===== src/rtl/fetch_queue_ctrl.sv =====
// fetch_queue_ctrl: 16-byte instruction fetch queue with a single-outstanding byte fetch FSM.
// Ports: clk, reset (async, active-high); mem_req/mem_addr/mem_ack/mem_data byte fetch port;
// inst_take/inst_len consume 1-3 head bytes; flush/flush_addr redirect; q_byte0-2 head bytes,
// q_count fill level 0-16, q_pc address of q_byte0.
// Optional: define FETCH_QUEUE_FLUSH_COUNT_EN to add an 8-bit saturating flush_count output.
module fetch_queue_ctrl #(
  parameter logic [15:0] RESET_PC = 16'hFFFC
) (
  input  logic        clk,
  input  logic        reset,
  output logic        mem_req,
  output logic [15:0] mem_addr,
  input  logic        mem_ack,
  input  logic [7:0]  mem_data,
  input  logic        inst_take,
  input  logic [1:0]  inst_len,
  input  logic        flush,
  input  logic [15:0] flush_addr,
  output logic [7:0]  q_byte0,
  output logic [7:0]  q_byte1,
  output logic [7:0]  q_byte2,
  output logic [4:0]  q_count,
  output logic [15:0] q_pc
`ifdef FETCH_QUEUE_FLUSH_COUNT_EN
  ,
  output logic [7:0]  flush_count
`endif
);
  typedef enum logic [1:0] {IDLE, BUSY, DROP} state_t;
  state_t state_q, state_d;
  logic [3:0] ptr_s_q, ptr_s_d, ptr_e_q, ptr_e_d;
  logic [4:0] count_q, count_d;
  logic [15:0] pc_q, pc_d, addr_q, addr_d;
  logic req_q;
  logic [7:0] mem_q [16];
  logic push, take_ok;
  always_ff @(posedge clk or posedge reset) begin
    if (reset) begin
      state_q <= IDLE;
      req_q   <= 1'b0;
      ptr_s_q <= '0;
      ptr_e_q <= '0;
      count_q <= '0;
      pc_q    <= RESET_PC;
      addr_q  <= RESET_PC;
    end else begin
      state_q <= state_d;
      req_q   <= state_d != IDLE;
      ptr_s_q <= ptr_s_d;
      ptr_e_q <= ptr_e_d;
      count_q <= count_d;
      pc_q    <= pc_d;
      addr_q  <= addr_d;
    end
  end
  always_ff @(posedge clk) begin
    if (push) mem_q[ptr_e_q] <= mem_data;
  end
  // An ack always closes the outstanding request; a flush without one must wait it out in DROP.
  always_comb begin
    state_d = IDLE;
    unique case (state_q)
      IDLE:    state_d = (!flush && count_q < 5'd16) ? BUSY : IDLE;
      BUSY:    state_d = mem_ack ? IDLE : flush ? DROP : BUSY;
      DROP:    state_d = mem_ack ? IDLE : DROP;
      default: state_d = IDLE;
    endcase
  end
  always_comb begin
    take_ok = inst_take && inst_len != 2'd0 && count_q >= {3'b0, inst_len} && !flush;
    push    = state_q == BUSY && mem_ack && !flush && count_q != 5'd16;
    ptr_e_d = ptr_e_q + {3'b0, push};
    ptr_s_d = flush ? ptr_e_q : take_ok ? ptr_s_q + {2'b0, inst_len} : ptr_s_q;
    count_d = flush ? 5'd0 : count_q + {4'b0, push} - (take_ok ? {3'b0, inst_len} : 5'd0);
    pc_d    = flush ? flush_addr : take_ok ? pc_q + {14'b0, inst_len} : pc_q;
    addr_d  = flush ? flush_addr : push ? addr_q + 16'd1 : addr_q;
  end
  assign mem_req  = req_q;
  assign mem_addr = addr_q;
  assign q_count  = count_q;
  assign q_pc     = pc_q;
  assign q_byte0  = mem_q[ptr_s_q];
  assign q_byte1  = mem_q[ptr_s_q + 4'd1];
  assign q_byte2  = mem_q[ptr_s_q + 4'd2];
`ifdef FETCH_QUEUE_FLUSH_COUNT_EN
  logic [7:0] flush_count_q;
  always_ff @(posedge clk or posedge reset) begin
    if (reset) flush_count_q <= '0;
    else if (flush && flush_count_q != 8'hFF) flush_count_q <= flush_count_q + 8'd1;
  end
  assign flush_count = flush_count_q;
`endif
endmodule


===== config.mk =====
export PLATFORM = sky130hd
export DESIGN_NAME = fetch_queue_ctrl
export DESIGN_NICKNAME = d
export VERILOG_FILES = /design/src/rtl/fetch_queue_ctrl.sv
export SDC_FILE = /design/constraint.sdc
export NUM_CORES = 1
export LEC_CHECK = 0
export ABC_AREA = 1
export ABC_CLOCK_PERIOD_IN_PS = 2690
export CORE_MARGIN = 2
export CORE_UTILIZATION = 45
export CTS_CLUSTER_DIAMETER = 30
export DETAILED_ROUTE_END_ITERATION = 8
export GPL_ROUTABILITY_DRIVEN = 0
export PLACE_DENSITY_LB_ADDON = 0.3
export SLEW_MARGIN = 20
export SYNTH_ARGS = -nofsm -noshare
export SYNTH_HDL_FRONTEND = slang
export SYNTH_SLANG_ARGS = --single-unit

===== constraint.sdc =====
create_clock -name clk -period 2.69 [get_ports clk]
set_input_delay 0.807 -clock clk [delete_from_list [all_inputs] [get_ports clk]]
set_output_delay 0.807 -clock clk [all_outputs]
set_load 0.1 [all_outputs]

==> results_dict.tcl, run 1 <==
set metrics [dict create \
    dr.max_layer_used "met4" \
    worst_hold_startpoint "mem_addr[2]" \
    finalCritPeriodShare_pct 116 \
    placed_cells_incl_taps 1646 \
    grt_first_pass_wirelength_um 46900 \
    critPathArrivalTime_ns 2.32 \
    clock_sink_count 176 \
    synth.lib_cells_used.distinct 33 \
    clkTransAtPathRegs_ns 0.07 \
    ctsRootBufferMaster "clkbuf_16" \
    layout-drive-gt1-share_pct 23.8 \
    outcome "complete, but fails checks" \
    ff2ff_setup_slack_ns 0.17 \
    yosysMostFrequentCell "nand2_1" \
    timing.slew.headroom_pct 53.0 \
    y_dimension_of_the_die_um 156 \
    critPathRequiredTime_ns 1.88 \
    antenna_found_initial 0 \
    fin_skew_ns 0.00883 \
    met1Wirelength_um 12100 \
    route.met2.wl_um 15100 \
    aggregate_global_routing_overflow 0 \
    timing.max_cap.violations 0 \
    critPathCaptureType "primary output" \
    top_level_ports 93 \
    hold_path.class "reg -> reg" \
    synth_sequential_area_ratio_pct 49.2 \
    floorplan.die.width_um 156 \
    finalWorstSetupSlack_ns -0.435 \
    io_buffer_count 92 \
    hold_path_end "mem_addr[2]" \
    worst_pin_slew_ns 0.703 \
    clock_insertion_delay_worst_skew_ns 0.44 \
    via_total_after_detailed_routing 9803 \
    timing_max_transition_violations_final 0 \
    detail_route.wirelength_um 31600 \
    remaining_drc_errors 0 \
    yosys_most_used_dff "edfxtp_1" \
    stdcell_count 1699 \
    ff2ff_path_depth 18 \
    synth_cells 1271 \
    yosys-top-cells-area "edfxtp_1, nand2_1, nand3_1" \
    antenna_cells 0 \
    track_usage_pct 25.1 \
    fp.dieArea_sq_um 24200 \
    detail_route.iter0.violations 996 \
    rsz0062_at_grt "true" \
    mappedNetlistArea_sq_um 10300 \
    r2r_end "q_count[4]" \
    number_of_levels_the_h_tree_was_split_into 4 \
    violations "negative setup slack" \
    synth_async_reset_ratio_pct 27.3 \
    drt_pre_antenna_iters 5 \
    grt_pass1_vias 9156 \
    max_fanout_on_critical_path 8 \
    whs_ns 0.535 \
    postPlaceCellArea_sq_um 12100 \
    initial_utilization_pct 45.8 \
    startpoint_type "register" \
    finalSetupTns_ns -8.22 \
    final_antenna_net_count 0 \
    post_drt_wl_per_cell_um 18.6 \
    synth_enable_flop_cells 128 \
    core_region_area_sq_um 22600 \
    final_count_of_hold_timing_violations 0 \
    synth_fp_nets 1326 \
    viasPerCell 5.77 \
    cts_max_path_buffers 2 \
    final_area_sq_um 13400 \
    min_period_ns 3.13 \
    detailed_place_hpwl_um 20000 \
    num_rows 55 \
    synthesis.yosys.warnings 0 \
    cts-buffers-inserted 17 \
    synth_seq_cells 176 \
    worst_hold_path.num_cells 2 \
    setup_viol_count_final 24 \
    layout.nets 1456 \
    syn-mean-instance-area_sq_um 8.13 \
    max_clock_freq_ghz 0.320 \
    tritoncts "yes" \
    netlist.area_leader.share_pct 37.2 \
    area_growth_from_synthesis_to_layout_pct 30.0 \
    setup.worst_path.class "reg -> out" \
    synth_area_leader_cell "edfxtp_1" \
    critical_path.reg2reg.startpoint "q_count[1]" \
    met3_wirelength_um 3050 \
    synth_top_cells_by_count "nand2_1, nand3_1, edfxtp_1" \
    grt_start_max_net_pins 54 \
]
==> cell type report <==
cell class / instances / area [sq um]
Clock inverter: 13 / 101
Inverter: 124 / 478
Timing Repair Buffer: 182 / 2100
Tap cell: 285 / 357
Sequential cell: 176 / 5090
Multi-Input combinational cell: 900 / 4850
Fill cell: 1910 / 9150
Clock buffer: 19 / 443
==> flip-flops by register name (all words and copies together), names as in the netlist <==
| name | cells |
|---|---|
| ptr_e_q | 4 |
| mem_q | 128 |
| ptr_s_q | 4 |
| q_count | 5 |
| mem_addr | 16 |
| state_q | 2 |
| mem_req | 1 |
| q_pc | 16 |
==> metrics by stage <==
| step | worst slack [ns] | utilization [%] |
|---|---|---|
| 2_1_floorplan | -0.467 | - |
| 3_3_place_gp | -0.743 | 53.5 |
| 3_5_place_dp | -0.805 | 53.5 |
| 4_1_cts | -0.376 | 57.4 |
| 5_1_grt | -0.481 | 59.5 |
| 6_report | -0.435 | 59.5 |
==> critical path: stages (launching register included) <==
cell and delay (ns):
dfrtp_4 0.57, ha_4 0.34, buf_12 0.17, buf_8 0.13, a21oi_2 0.12, o21ai_1 0.08
nand3_1 0.11, nand3_2 0.09, nand2_2 0.10, buf_12 0.17
==> metal layers <==
metal  vias up  track usage [%]
met5         -                0
met4         0             11.9
met3       107             4.99
met2       544             42.1
met1      4590             31.3
li1       4562                -
==> what timing repair did <==
action	4_1_cts	5_1_grt
gates cloned	4	7
setup endpoints to repair	28	27
setup buffers	8	3
hold buffers	0	0
gates resized for setup	62	94
pin swaps	16	23
==> layout by cell type, fill, tap and decap left out, types with 26 or more instances in the layout <==
master           synthesis  routed
dfstp_2                 28      28
buf_4                    8     103
o21ai_0                 67      26
nand2_1                357     341
edfxtp_1               128     128
nand3_1                229     209
a21oi_1                 41      34
o211ai_1                36      36
nor2_1                  46      46
inv_1                  113     106
buf_12                   0      32
o21ai_1                 47      59
clkdlybuf4s50_1          0      28
==> cells by family after synthesis <==
kind of cell	Yosys count	share of synthesized area, %
xor+xnor	13	1.28
buf+inv	195	7.95
simple gates	663	27.6
flops	176	49.2
fa+ha+maj	24	3.13
compound gates	200	10.9
==> worst max path at each step <==
stage | end | from | slack, ns
floorplan | q_count[4] | inst_len[1] | -0.47
global placement | q_count[4] | inst_len[1] | -0.74
detailed placement | q_count[4] | inst_len[1] | -0.80
CTS | q_byte0[6] | ptr_s_q[0] | -0.38
global route | q_byte1[6] | ptr_s_q[0] | -0.48
finish | q_byte1[6] | ptr_s_q[0] | -0.44
Power of run 1 is left out: the tool's default activity adds up to more than one toggle a clock period on the data nets, which glitch-free logic cannot reach.
==> run 2, diff against run 1 <==
- MAX_ROUTING_LAYER: not set -> met4
==> results_dict.tcl, run 2 (same netlist as run 1, synthesis figures left out) <==
set metrics [dict create \
    violations "negative setup slack" \
    outcome "complete, but fails checks" \
    clock_insertion_delay_worst_skew_ns 0.45 \
    grtUsageMet3_pct 4.90 \
    setup_viol_count_final 24 \
    clkTransAtPathRegs_ns 0.07 \
    finalSetupTns_ns -8.40 \
    antenna_cells 0 \
    setup.worst_path.class "reg -> out" \
    via_total_after_detailed_routing 9949 \
    antenna_found_initial 0 \
    remaining_drc_errors 0 \
    cts_max_path_buffers 2 \
    r2r_end "q_count[4]" \
    startpoint_type "register" \
    area_growth_from_synthesis_to_layout_pct 32.3 \
    ff2ff_path_depth 18 \
    whs_ns 0.533 \
    ff2ff_setup_slack_ns 0.17 \
    post_drt_wl_per_cell_um 19.0 \
    grt_first_pass_wirelength_um 46900 \
    viasPerCell 5.82 \
    critPathArrivalTime_ns 2.30 \
    track_usage_pct 25.9 \
    drt_pre_antenna_iters 6 \
    critical_path.reg2reg.startpoint "q_count[1]" \
    finalCritPeriodShare_pct 116 \
    timing.max_cap.violations 0 \
    timing.slew.headroom_pct 51.8 \
    fin_skew_ns 0.0119 \
    y_dimension_of_the_die_um 156 \
    rsz0062_at_grt "true" \
    core_region_area_sq_um 22600 \
    critPathRequiredTime_ns 1.88 \
    floorplan.die.width_um 156 \
    min_period_ns 3.11 \
    layout.nets 1465 \
    worst_pin_slew_ns 0.721 \
    aggregate_global_routing_overflow 0 \
    global_route.peak_usage_layer "met2" \
    max_fanout_on_critical_path 8 \
    tritoncts "yes" \
    cp-startpoint "ptr_s_q[0]" \
    final_antenna_net_count 0 \
    fp.dieArea_sq_um 24200 \
    finalWorstSetupSlack_ns -0.417 \
    ctsRootBufferMaster "clkbuf_16" \
    detail_route.wirelength_um 32400 \
    cts_hold_repair.buffers 0 \
    max_clock_freq_ghz 0.322 \
    crit_end "q_byte1[2]" \
    placement.setup.worst_slack_ns -0.805 \
    grt_pass1_vias 9175 \
    groute.layer.met1.usage_pct 31.3 \
    hold_path.class "reg -> reg" \
    top_level_ports 93 \
    layout-drive-gt1-share_pct 26.1 \
    final_cell_mix "nand2_1, nand3_1, edfxtp_1" \
    cts-buffers-inserted 17 \
    detail_route.iter0.violations 879 \
    clock_sink_count 176 \
    largest_register_ff_count 128 \
    critPathCaptureType "primary output" \
    met2_usage_pct 42.1 \
    initial_utilization_pct 45.8 \
    detailed_place_hpwl_um 20000 \
    grt_start_max_net_pins 54 \
    io_buffer_count 92 \
    timing_max_transition_violations_final 0 \
    register_containing_the_most_flip_flops_in_the_final_layout "mem_q" \
    final_util_pct 60.5 \
    final_count_of_hold_timing_violations 0 \
    final_common_cell "nand2_1" \
    num_rows 55 \
    number_of_levels_the_h_tree_was_split_into 4 \
]
run 2: changes by cell type in the layout (fill, tap and decap cells not counted), sizes merged:
cell	before	now
buf	145	152
bufbuf	2	1
clkbuf	26	29
clkinv	5	7
inv	132	130
run 2: how the worst min path moves through the flow:
stage / start / endpoint / cells past startpoint
2_1_floorplan: ptr_e_q[3] / ptr_s_q[3] / 2
3_3_place_gp: mem_addr[2] / mem_addr[2] / 2
3_5_place_dp: mem_addr[2] / mem_addr[2] / 2
4_1_cts: mem_addr[2] / mem_addr[2] / 2
5_1_grt: mem_addr[2] / mem_addr[2] / 2
6_report: mem_addr[2] / mem_addr[2] / 2
run 2: area by class of cell:
class | instances | area (sq um)
tap | 285 | 357
timing repair buffer | 191 | 2220
fill | 1884 | 8910
sequential | 176 | 5090
clock buffer | 19 | 443
multi-input combinational | 900 | 4960
clock inverter | 13 | 101
inverter | 124 | 485
run 2: worst max-delay path: stages (launching register included):
cell and delay (ns):
dfrtp_4 0.57, ha_4 0.34, buf_12 0.17, a21oi_1 0.14, o21ai_1 0.09, nand3_1 0.08, nand3_2 0.14, nand2_4 0.13
buf_12 0.17
run 2: per-layer routing:
layer / share of wire, % / routed length (um) / vias to the layer above
li1: - / - / 4575
met1: 38 / 12200 / 4652
met2: 47 / 15400 / 602
met3: 10 / 3320 / 120
met4: 4.8 / 1540 / 0
met5: 0 / 0 / -
run 2: repair_timing:
item                       CTS  global route
gates resized for setup     62           134
pin swaps                   16            32
buffers inserted             8             9
cloned                       4            11
setup endpoints to repair   28            27
run 2: metrics by stage:
step / std cells / instance area [sq um]
floorplan: 1271 / 10400
global placement: 1646 / 12100
detailed placement: 1646 / 12100
CTS: 1690 / 12900
global route: 1708 / 13700
finish: 1708 / 13700
Power of run 2 is left out for the same reason.
==> run 3, diff against run 2 <==
- GPL_TIMING_DRIVEN: not set -> 0
- PLACE_DENSITY: not set -> 0.64
- PLACE_DENSITY_LB_ADDON: 0.3 -> not set
- SLEW_MARGIN: 20 -> not set
==> results_dict.tcl, run 3 (same netlist as run 1, synthesis figures left out) <==
set metrics [dict create \
    outcome "complete, but fails checks" \
    final_count_of_hold_timing_violations 0 \
    timing_max_transition_violations_final 0 \
    path_delay_family "simple AND/OR/NAND/NOR gates" \
    ctsRootBufferMaster "clkbuf_16" \
    max_fanout_on_critical_path 10 \
    placement.setup.worst_slack_ns -1.60 \
    antenna_found_initial 0 \
    via_total_after_detailed_routing 9996 \
    detailed_place_hpwl_um 25100 \
    io_buffer_count 92 \
    timing.slew.headroom_pct 35.5 \
    setup.worst_path.class "reg -> out" \
    num_rows 55 \
    final_cell_mix "nand2_1, nand3_1, edfxtp_1" \
    clock_sink_count 176 \
    critPathCaptureType "primary output" \
    viasPerCell 5.86 \
    ff2ff_path_depth 19 \
    initial_utilization_pct 45.8 \
    track_usage_pct 30.7 \
    grt_first_pass_wirelength_um 54100 \
    finalCritPeriodShare_pct 119 \
    final_antenna_net_count 0 \
    violations "negative setup slack" \
    min_period_ns 3.20 \
    clock_insertion_delay_worst_skew_ns 0.44 \
    critPathRequiredTime_ns 1.88 \
    hold_path.class "reg -> reg" \
    fin_skew_ns 0.0141 \
    rsz0062_at_grt "true" \
    fp.dieArea_sq_um 24200 \
    area_growth_from_synthesis_to_layout_pct 32.4 \
    path_buf_inv 3 \
    drt_pre_antenna_iters 6 \
    register_containing_the_most_flip_flops_in_the_final_layout "mem_q" \
    finalWorstSetupSlack_ns -0.509 \
    worst_hold_path.num_cells 2 \
    critPathArrivalTime_ns 2.39 \
    crit_path_max_incr_delay_ns 0.49 \
    cts_max_path_buffers 2 \
    worst-path-stages 8 \
    timing.max_cap.violations 0 \
    floorplan.die.width_um 156 \
    grt_pass1_vias 9532 \
    slowest_stage "dfrtp_2" \
    detail_route.wirelength_um 36100 \
    layout-drive-gt1-share_pct 25.4 \
    grt_start_max_net_pins 39 \
    antenna_cells 0 \
    y_dimension_of_the_die_um 156 \
    setup_viol_count_final 25 \
    remaining_drc_errors 0 \
    post_drt_wl_per_cell_um 21.2 \
    crit_path_cell_trace "ha_4, buf_12, buf_6, o211ai_1, nand3_1, nand3_2, nand2_2, buf_12" \
    core_region_area_sq_um 22600 \
    layout.nets 1463 \
    finalSetupTns_ns -7.55 \
    detail_route.iter0.violations 1187 \
    largest_register_ff_count 128 \
    path_common_cell "buf_12" \
    cts-buffers-inserted 17 \
    num-fill-cells 1910 \
    number_of_levels_the_h_tree_was_split_into 4 \
    max_clock_freq_ghz 0.313 \
    startpoint_type "register" \
    clkTransAtPathRegs_ns 0.07 \
    top_level_ports 93 \
    final_common_cell "nand2_1" \
    cts_hold_repair.buffers 0 \
    aggregate_global_routing_overflow 0 \
    tritoncts "yes" \
    worst_pin_slew_ns 0.972 \
]
[run 3: layer usage]
layer	vias up	track usage [%]	share of wire [%]	wire (um)
li1	4589	-	-	-
met1	4700	39.0	39	14200
met2	598	46.9	46	16600
met3	109	5.96	9.8	3530
met4	0	15.8	4.8	1720
met5	-	-	0	0
[run 3: stage by stage]
stage	cell area, sq um	std cells	utilization (%)	hold WS, ns
5_1_grt	13700	1706	60.6	0.575
2_1_floorplan	10400	1271	-	0.508
3_3_place_gp	11700	1648	51.7	0.519
4_1_cts	13100	1694	58.1	0.534
6_report	13700	1706	60.6	0.530
3_5_place_dp	11700	1649	51.8	0.521
[run 3: cell type report]
cell class	instances	area [sq um]	area share, %
inverter	124	483	3.53
tap	285	357	2.61
clock buffer	17	425	3.11
sequential	176	5090	37.2
buffer	68	706	5.16
clock inverter	15	184	1.34
timing repair buffer	121	1360	9.93
multi-input combinational	900	5080	37.1
[run 3: worst min-delay path: cells and delay by family, from the launching register on]
| family | cells | cell delay (ns) |
|---|---|---|
| flops | 1 | 0.40 |
| simple gates | 2 | 0.13 |
[run 3: what timing repair did]
item | 4_1_cts | 5_1_grt
buffers inserted | 15 | 12
resized for setup | 466 | 179
endpoints found under the setup margin | 75 | 94
gates cloned | 0 | 1
hold endpoints to repair | 0 | 0
pin swaps | 23 | 44
[run 3: worst paths after layout]
check / slack [ns] / endpoint / start
min in group asynchronous: 0.63 / q_count[1] / reset
min: 0.53 / mem_addr[2] / mem_addr[2]
min reg2reg: 0.53 / mem_addr[2] / mem_addr[2]
max in group asynchronous: 1.50 / q_pc[15] / reset
max: -0.51 / q_byte1[0] / ptr_s_q[0]
max reg2reg: 0.03 / q_count[4] / q_count[1]
Power of run 3 is left out for the same reason.
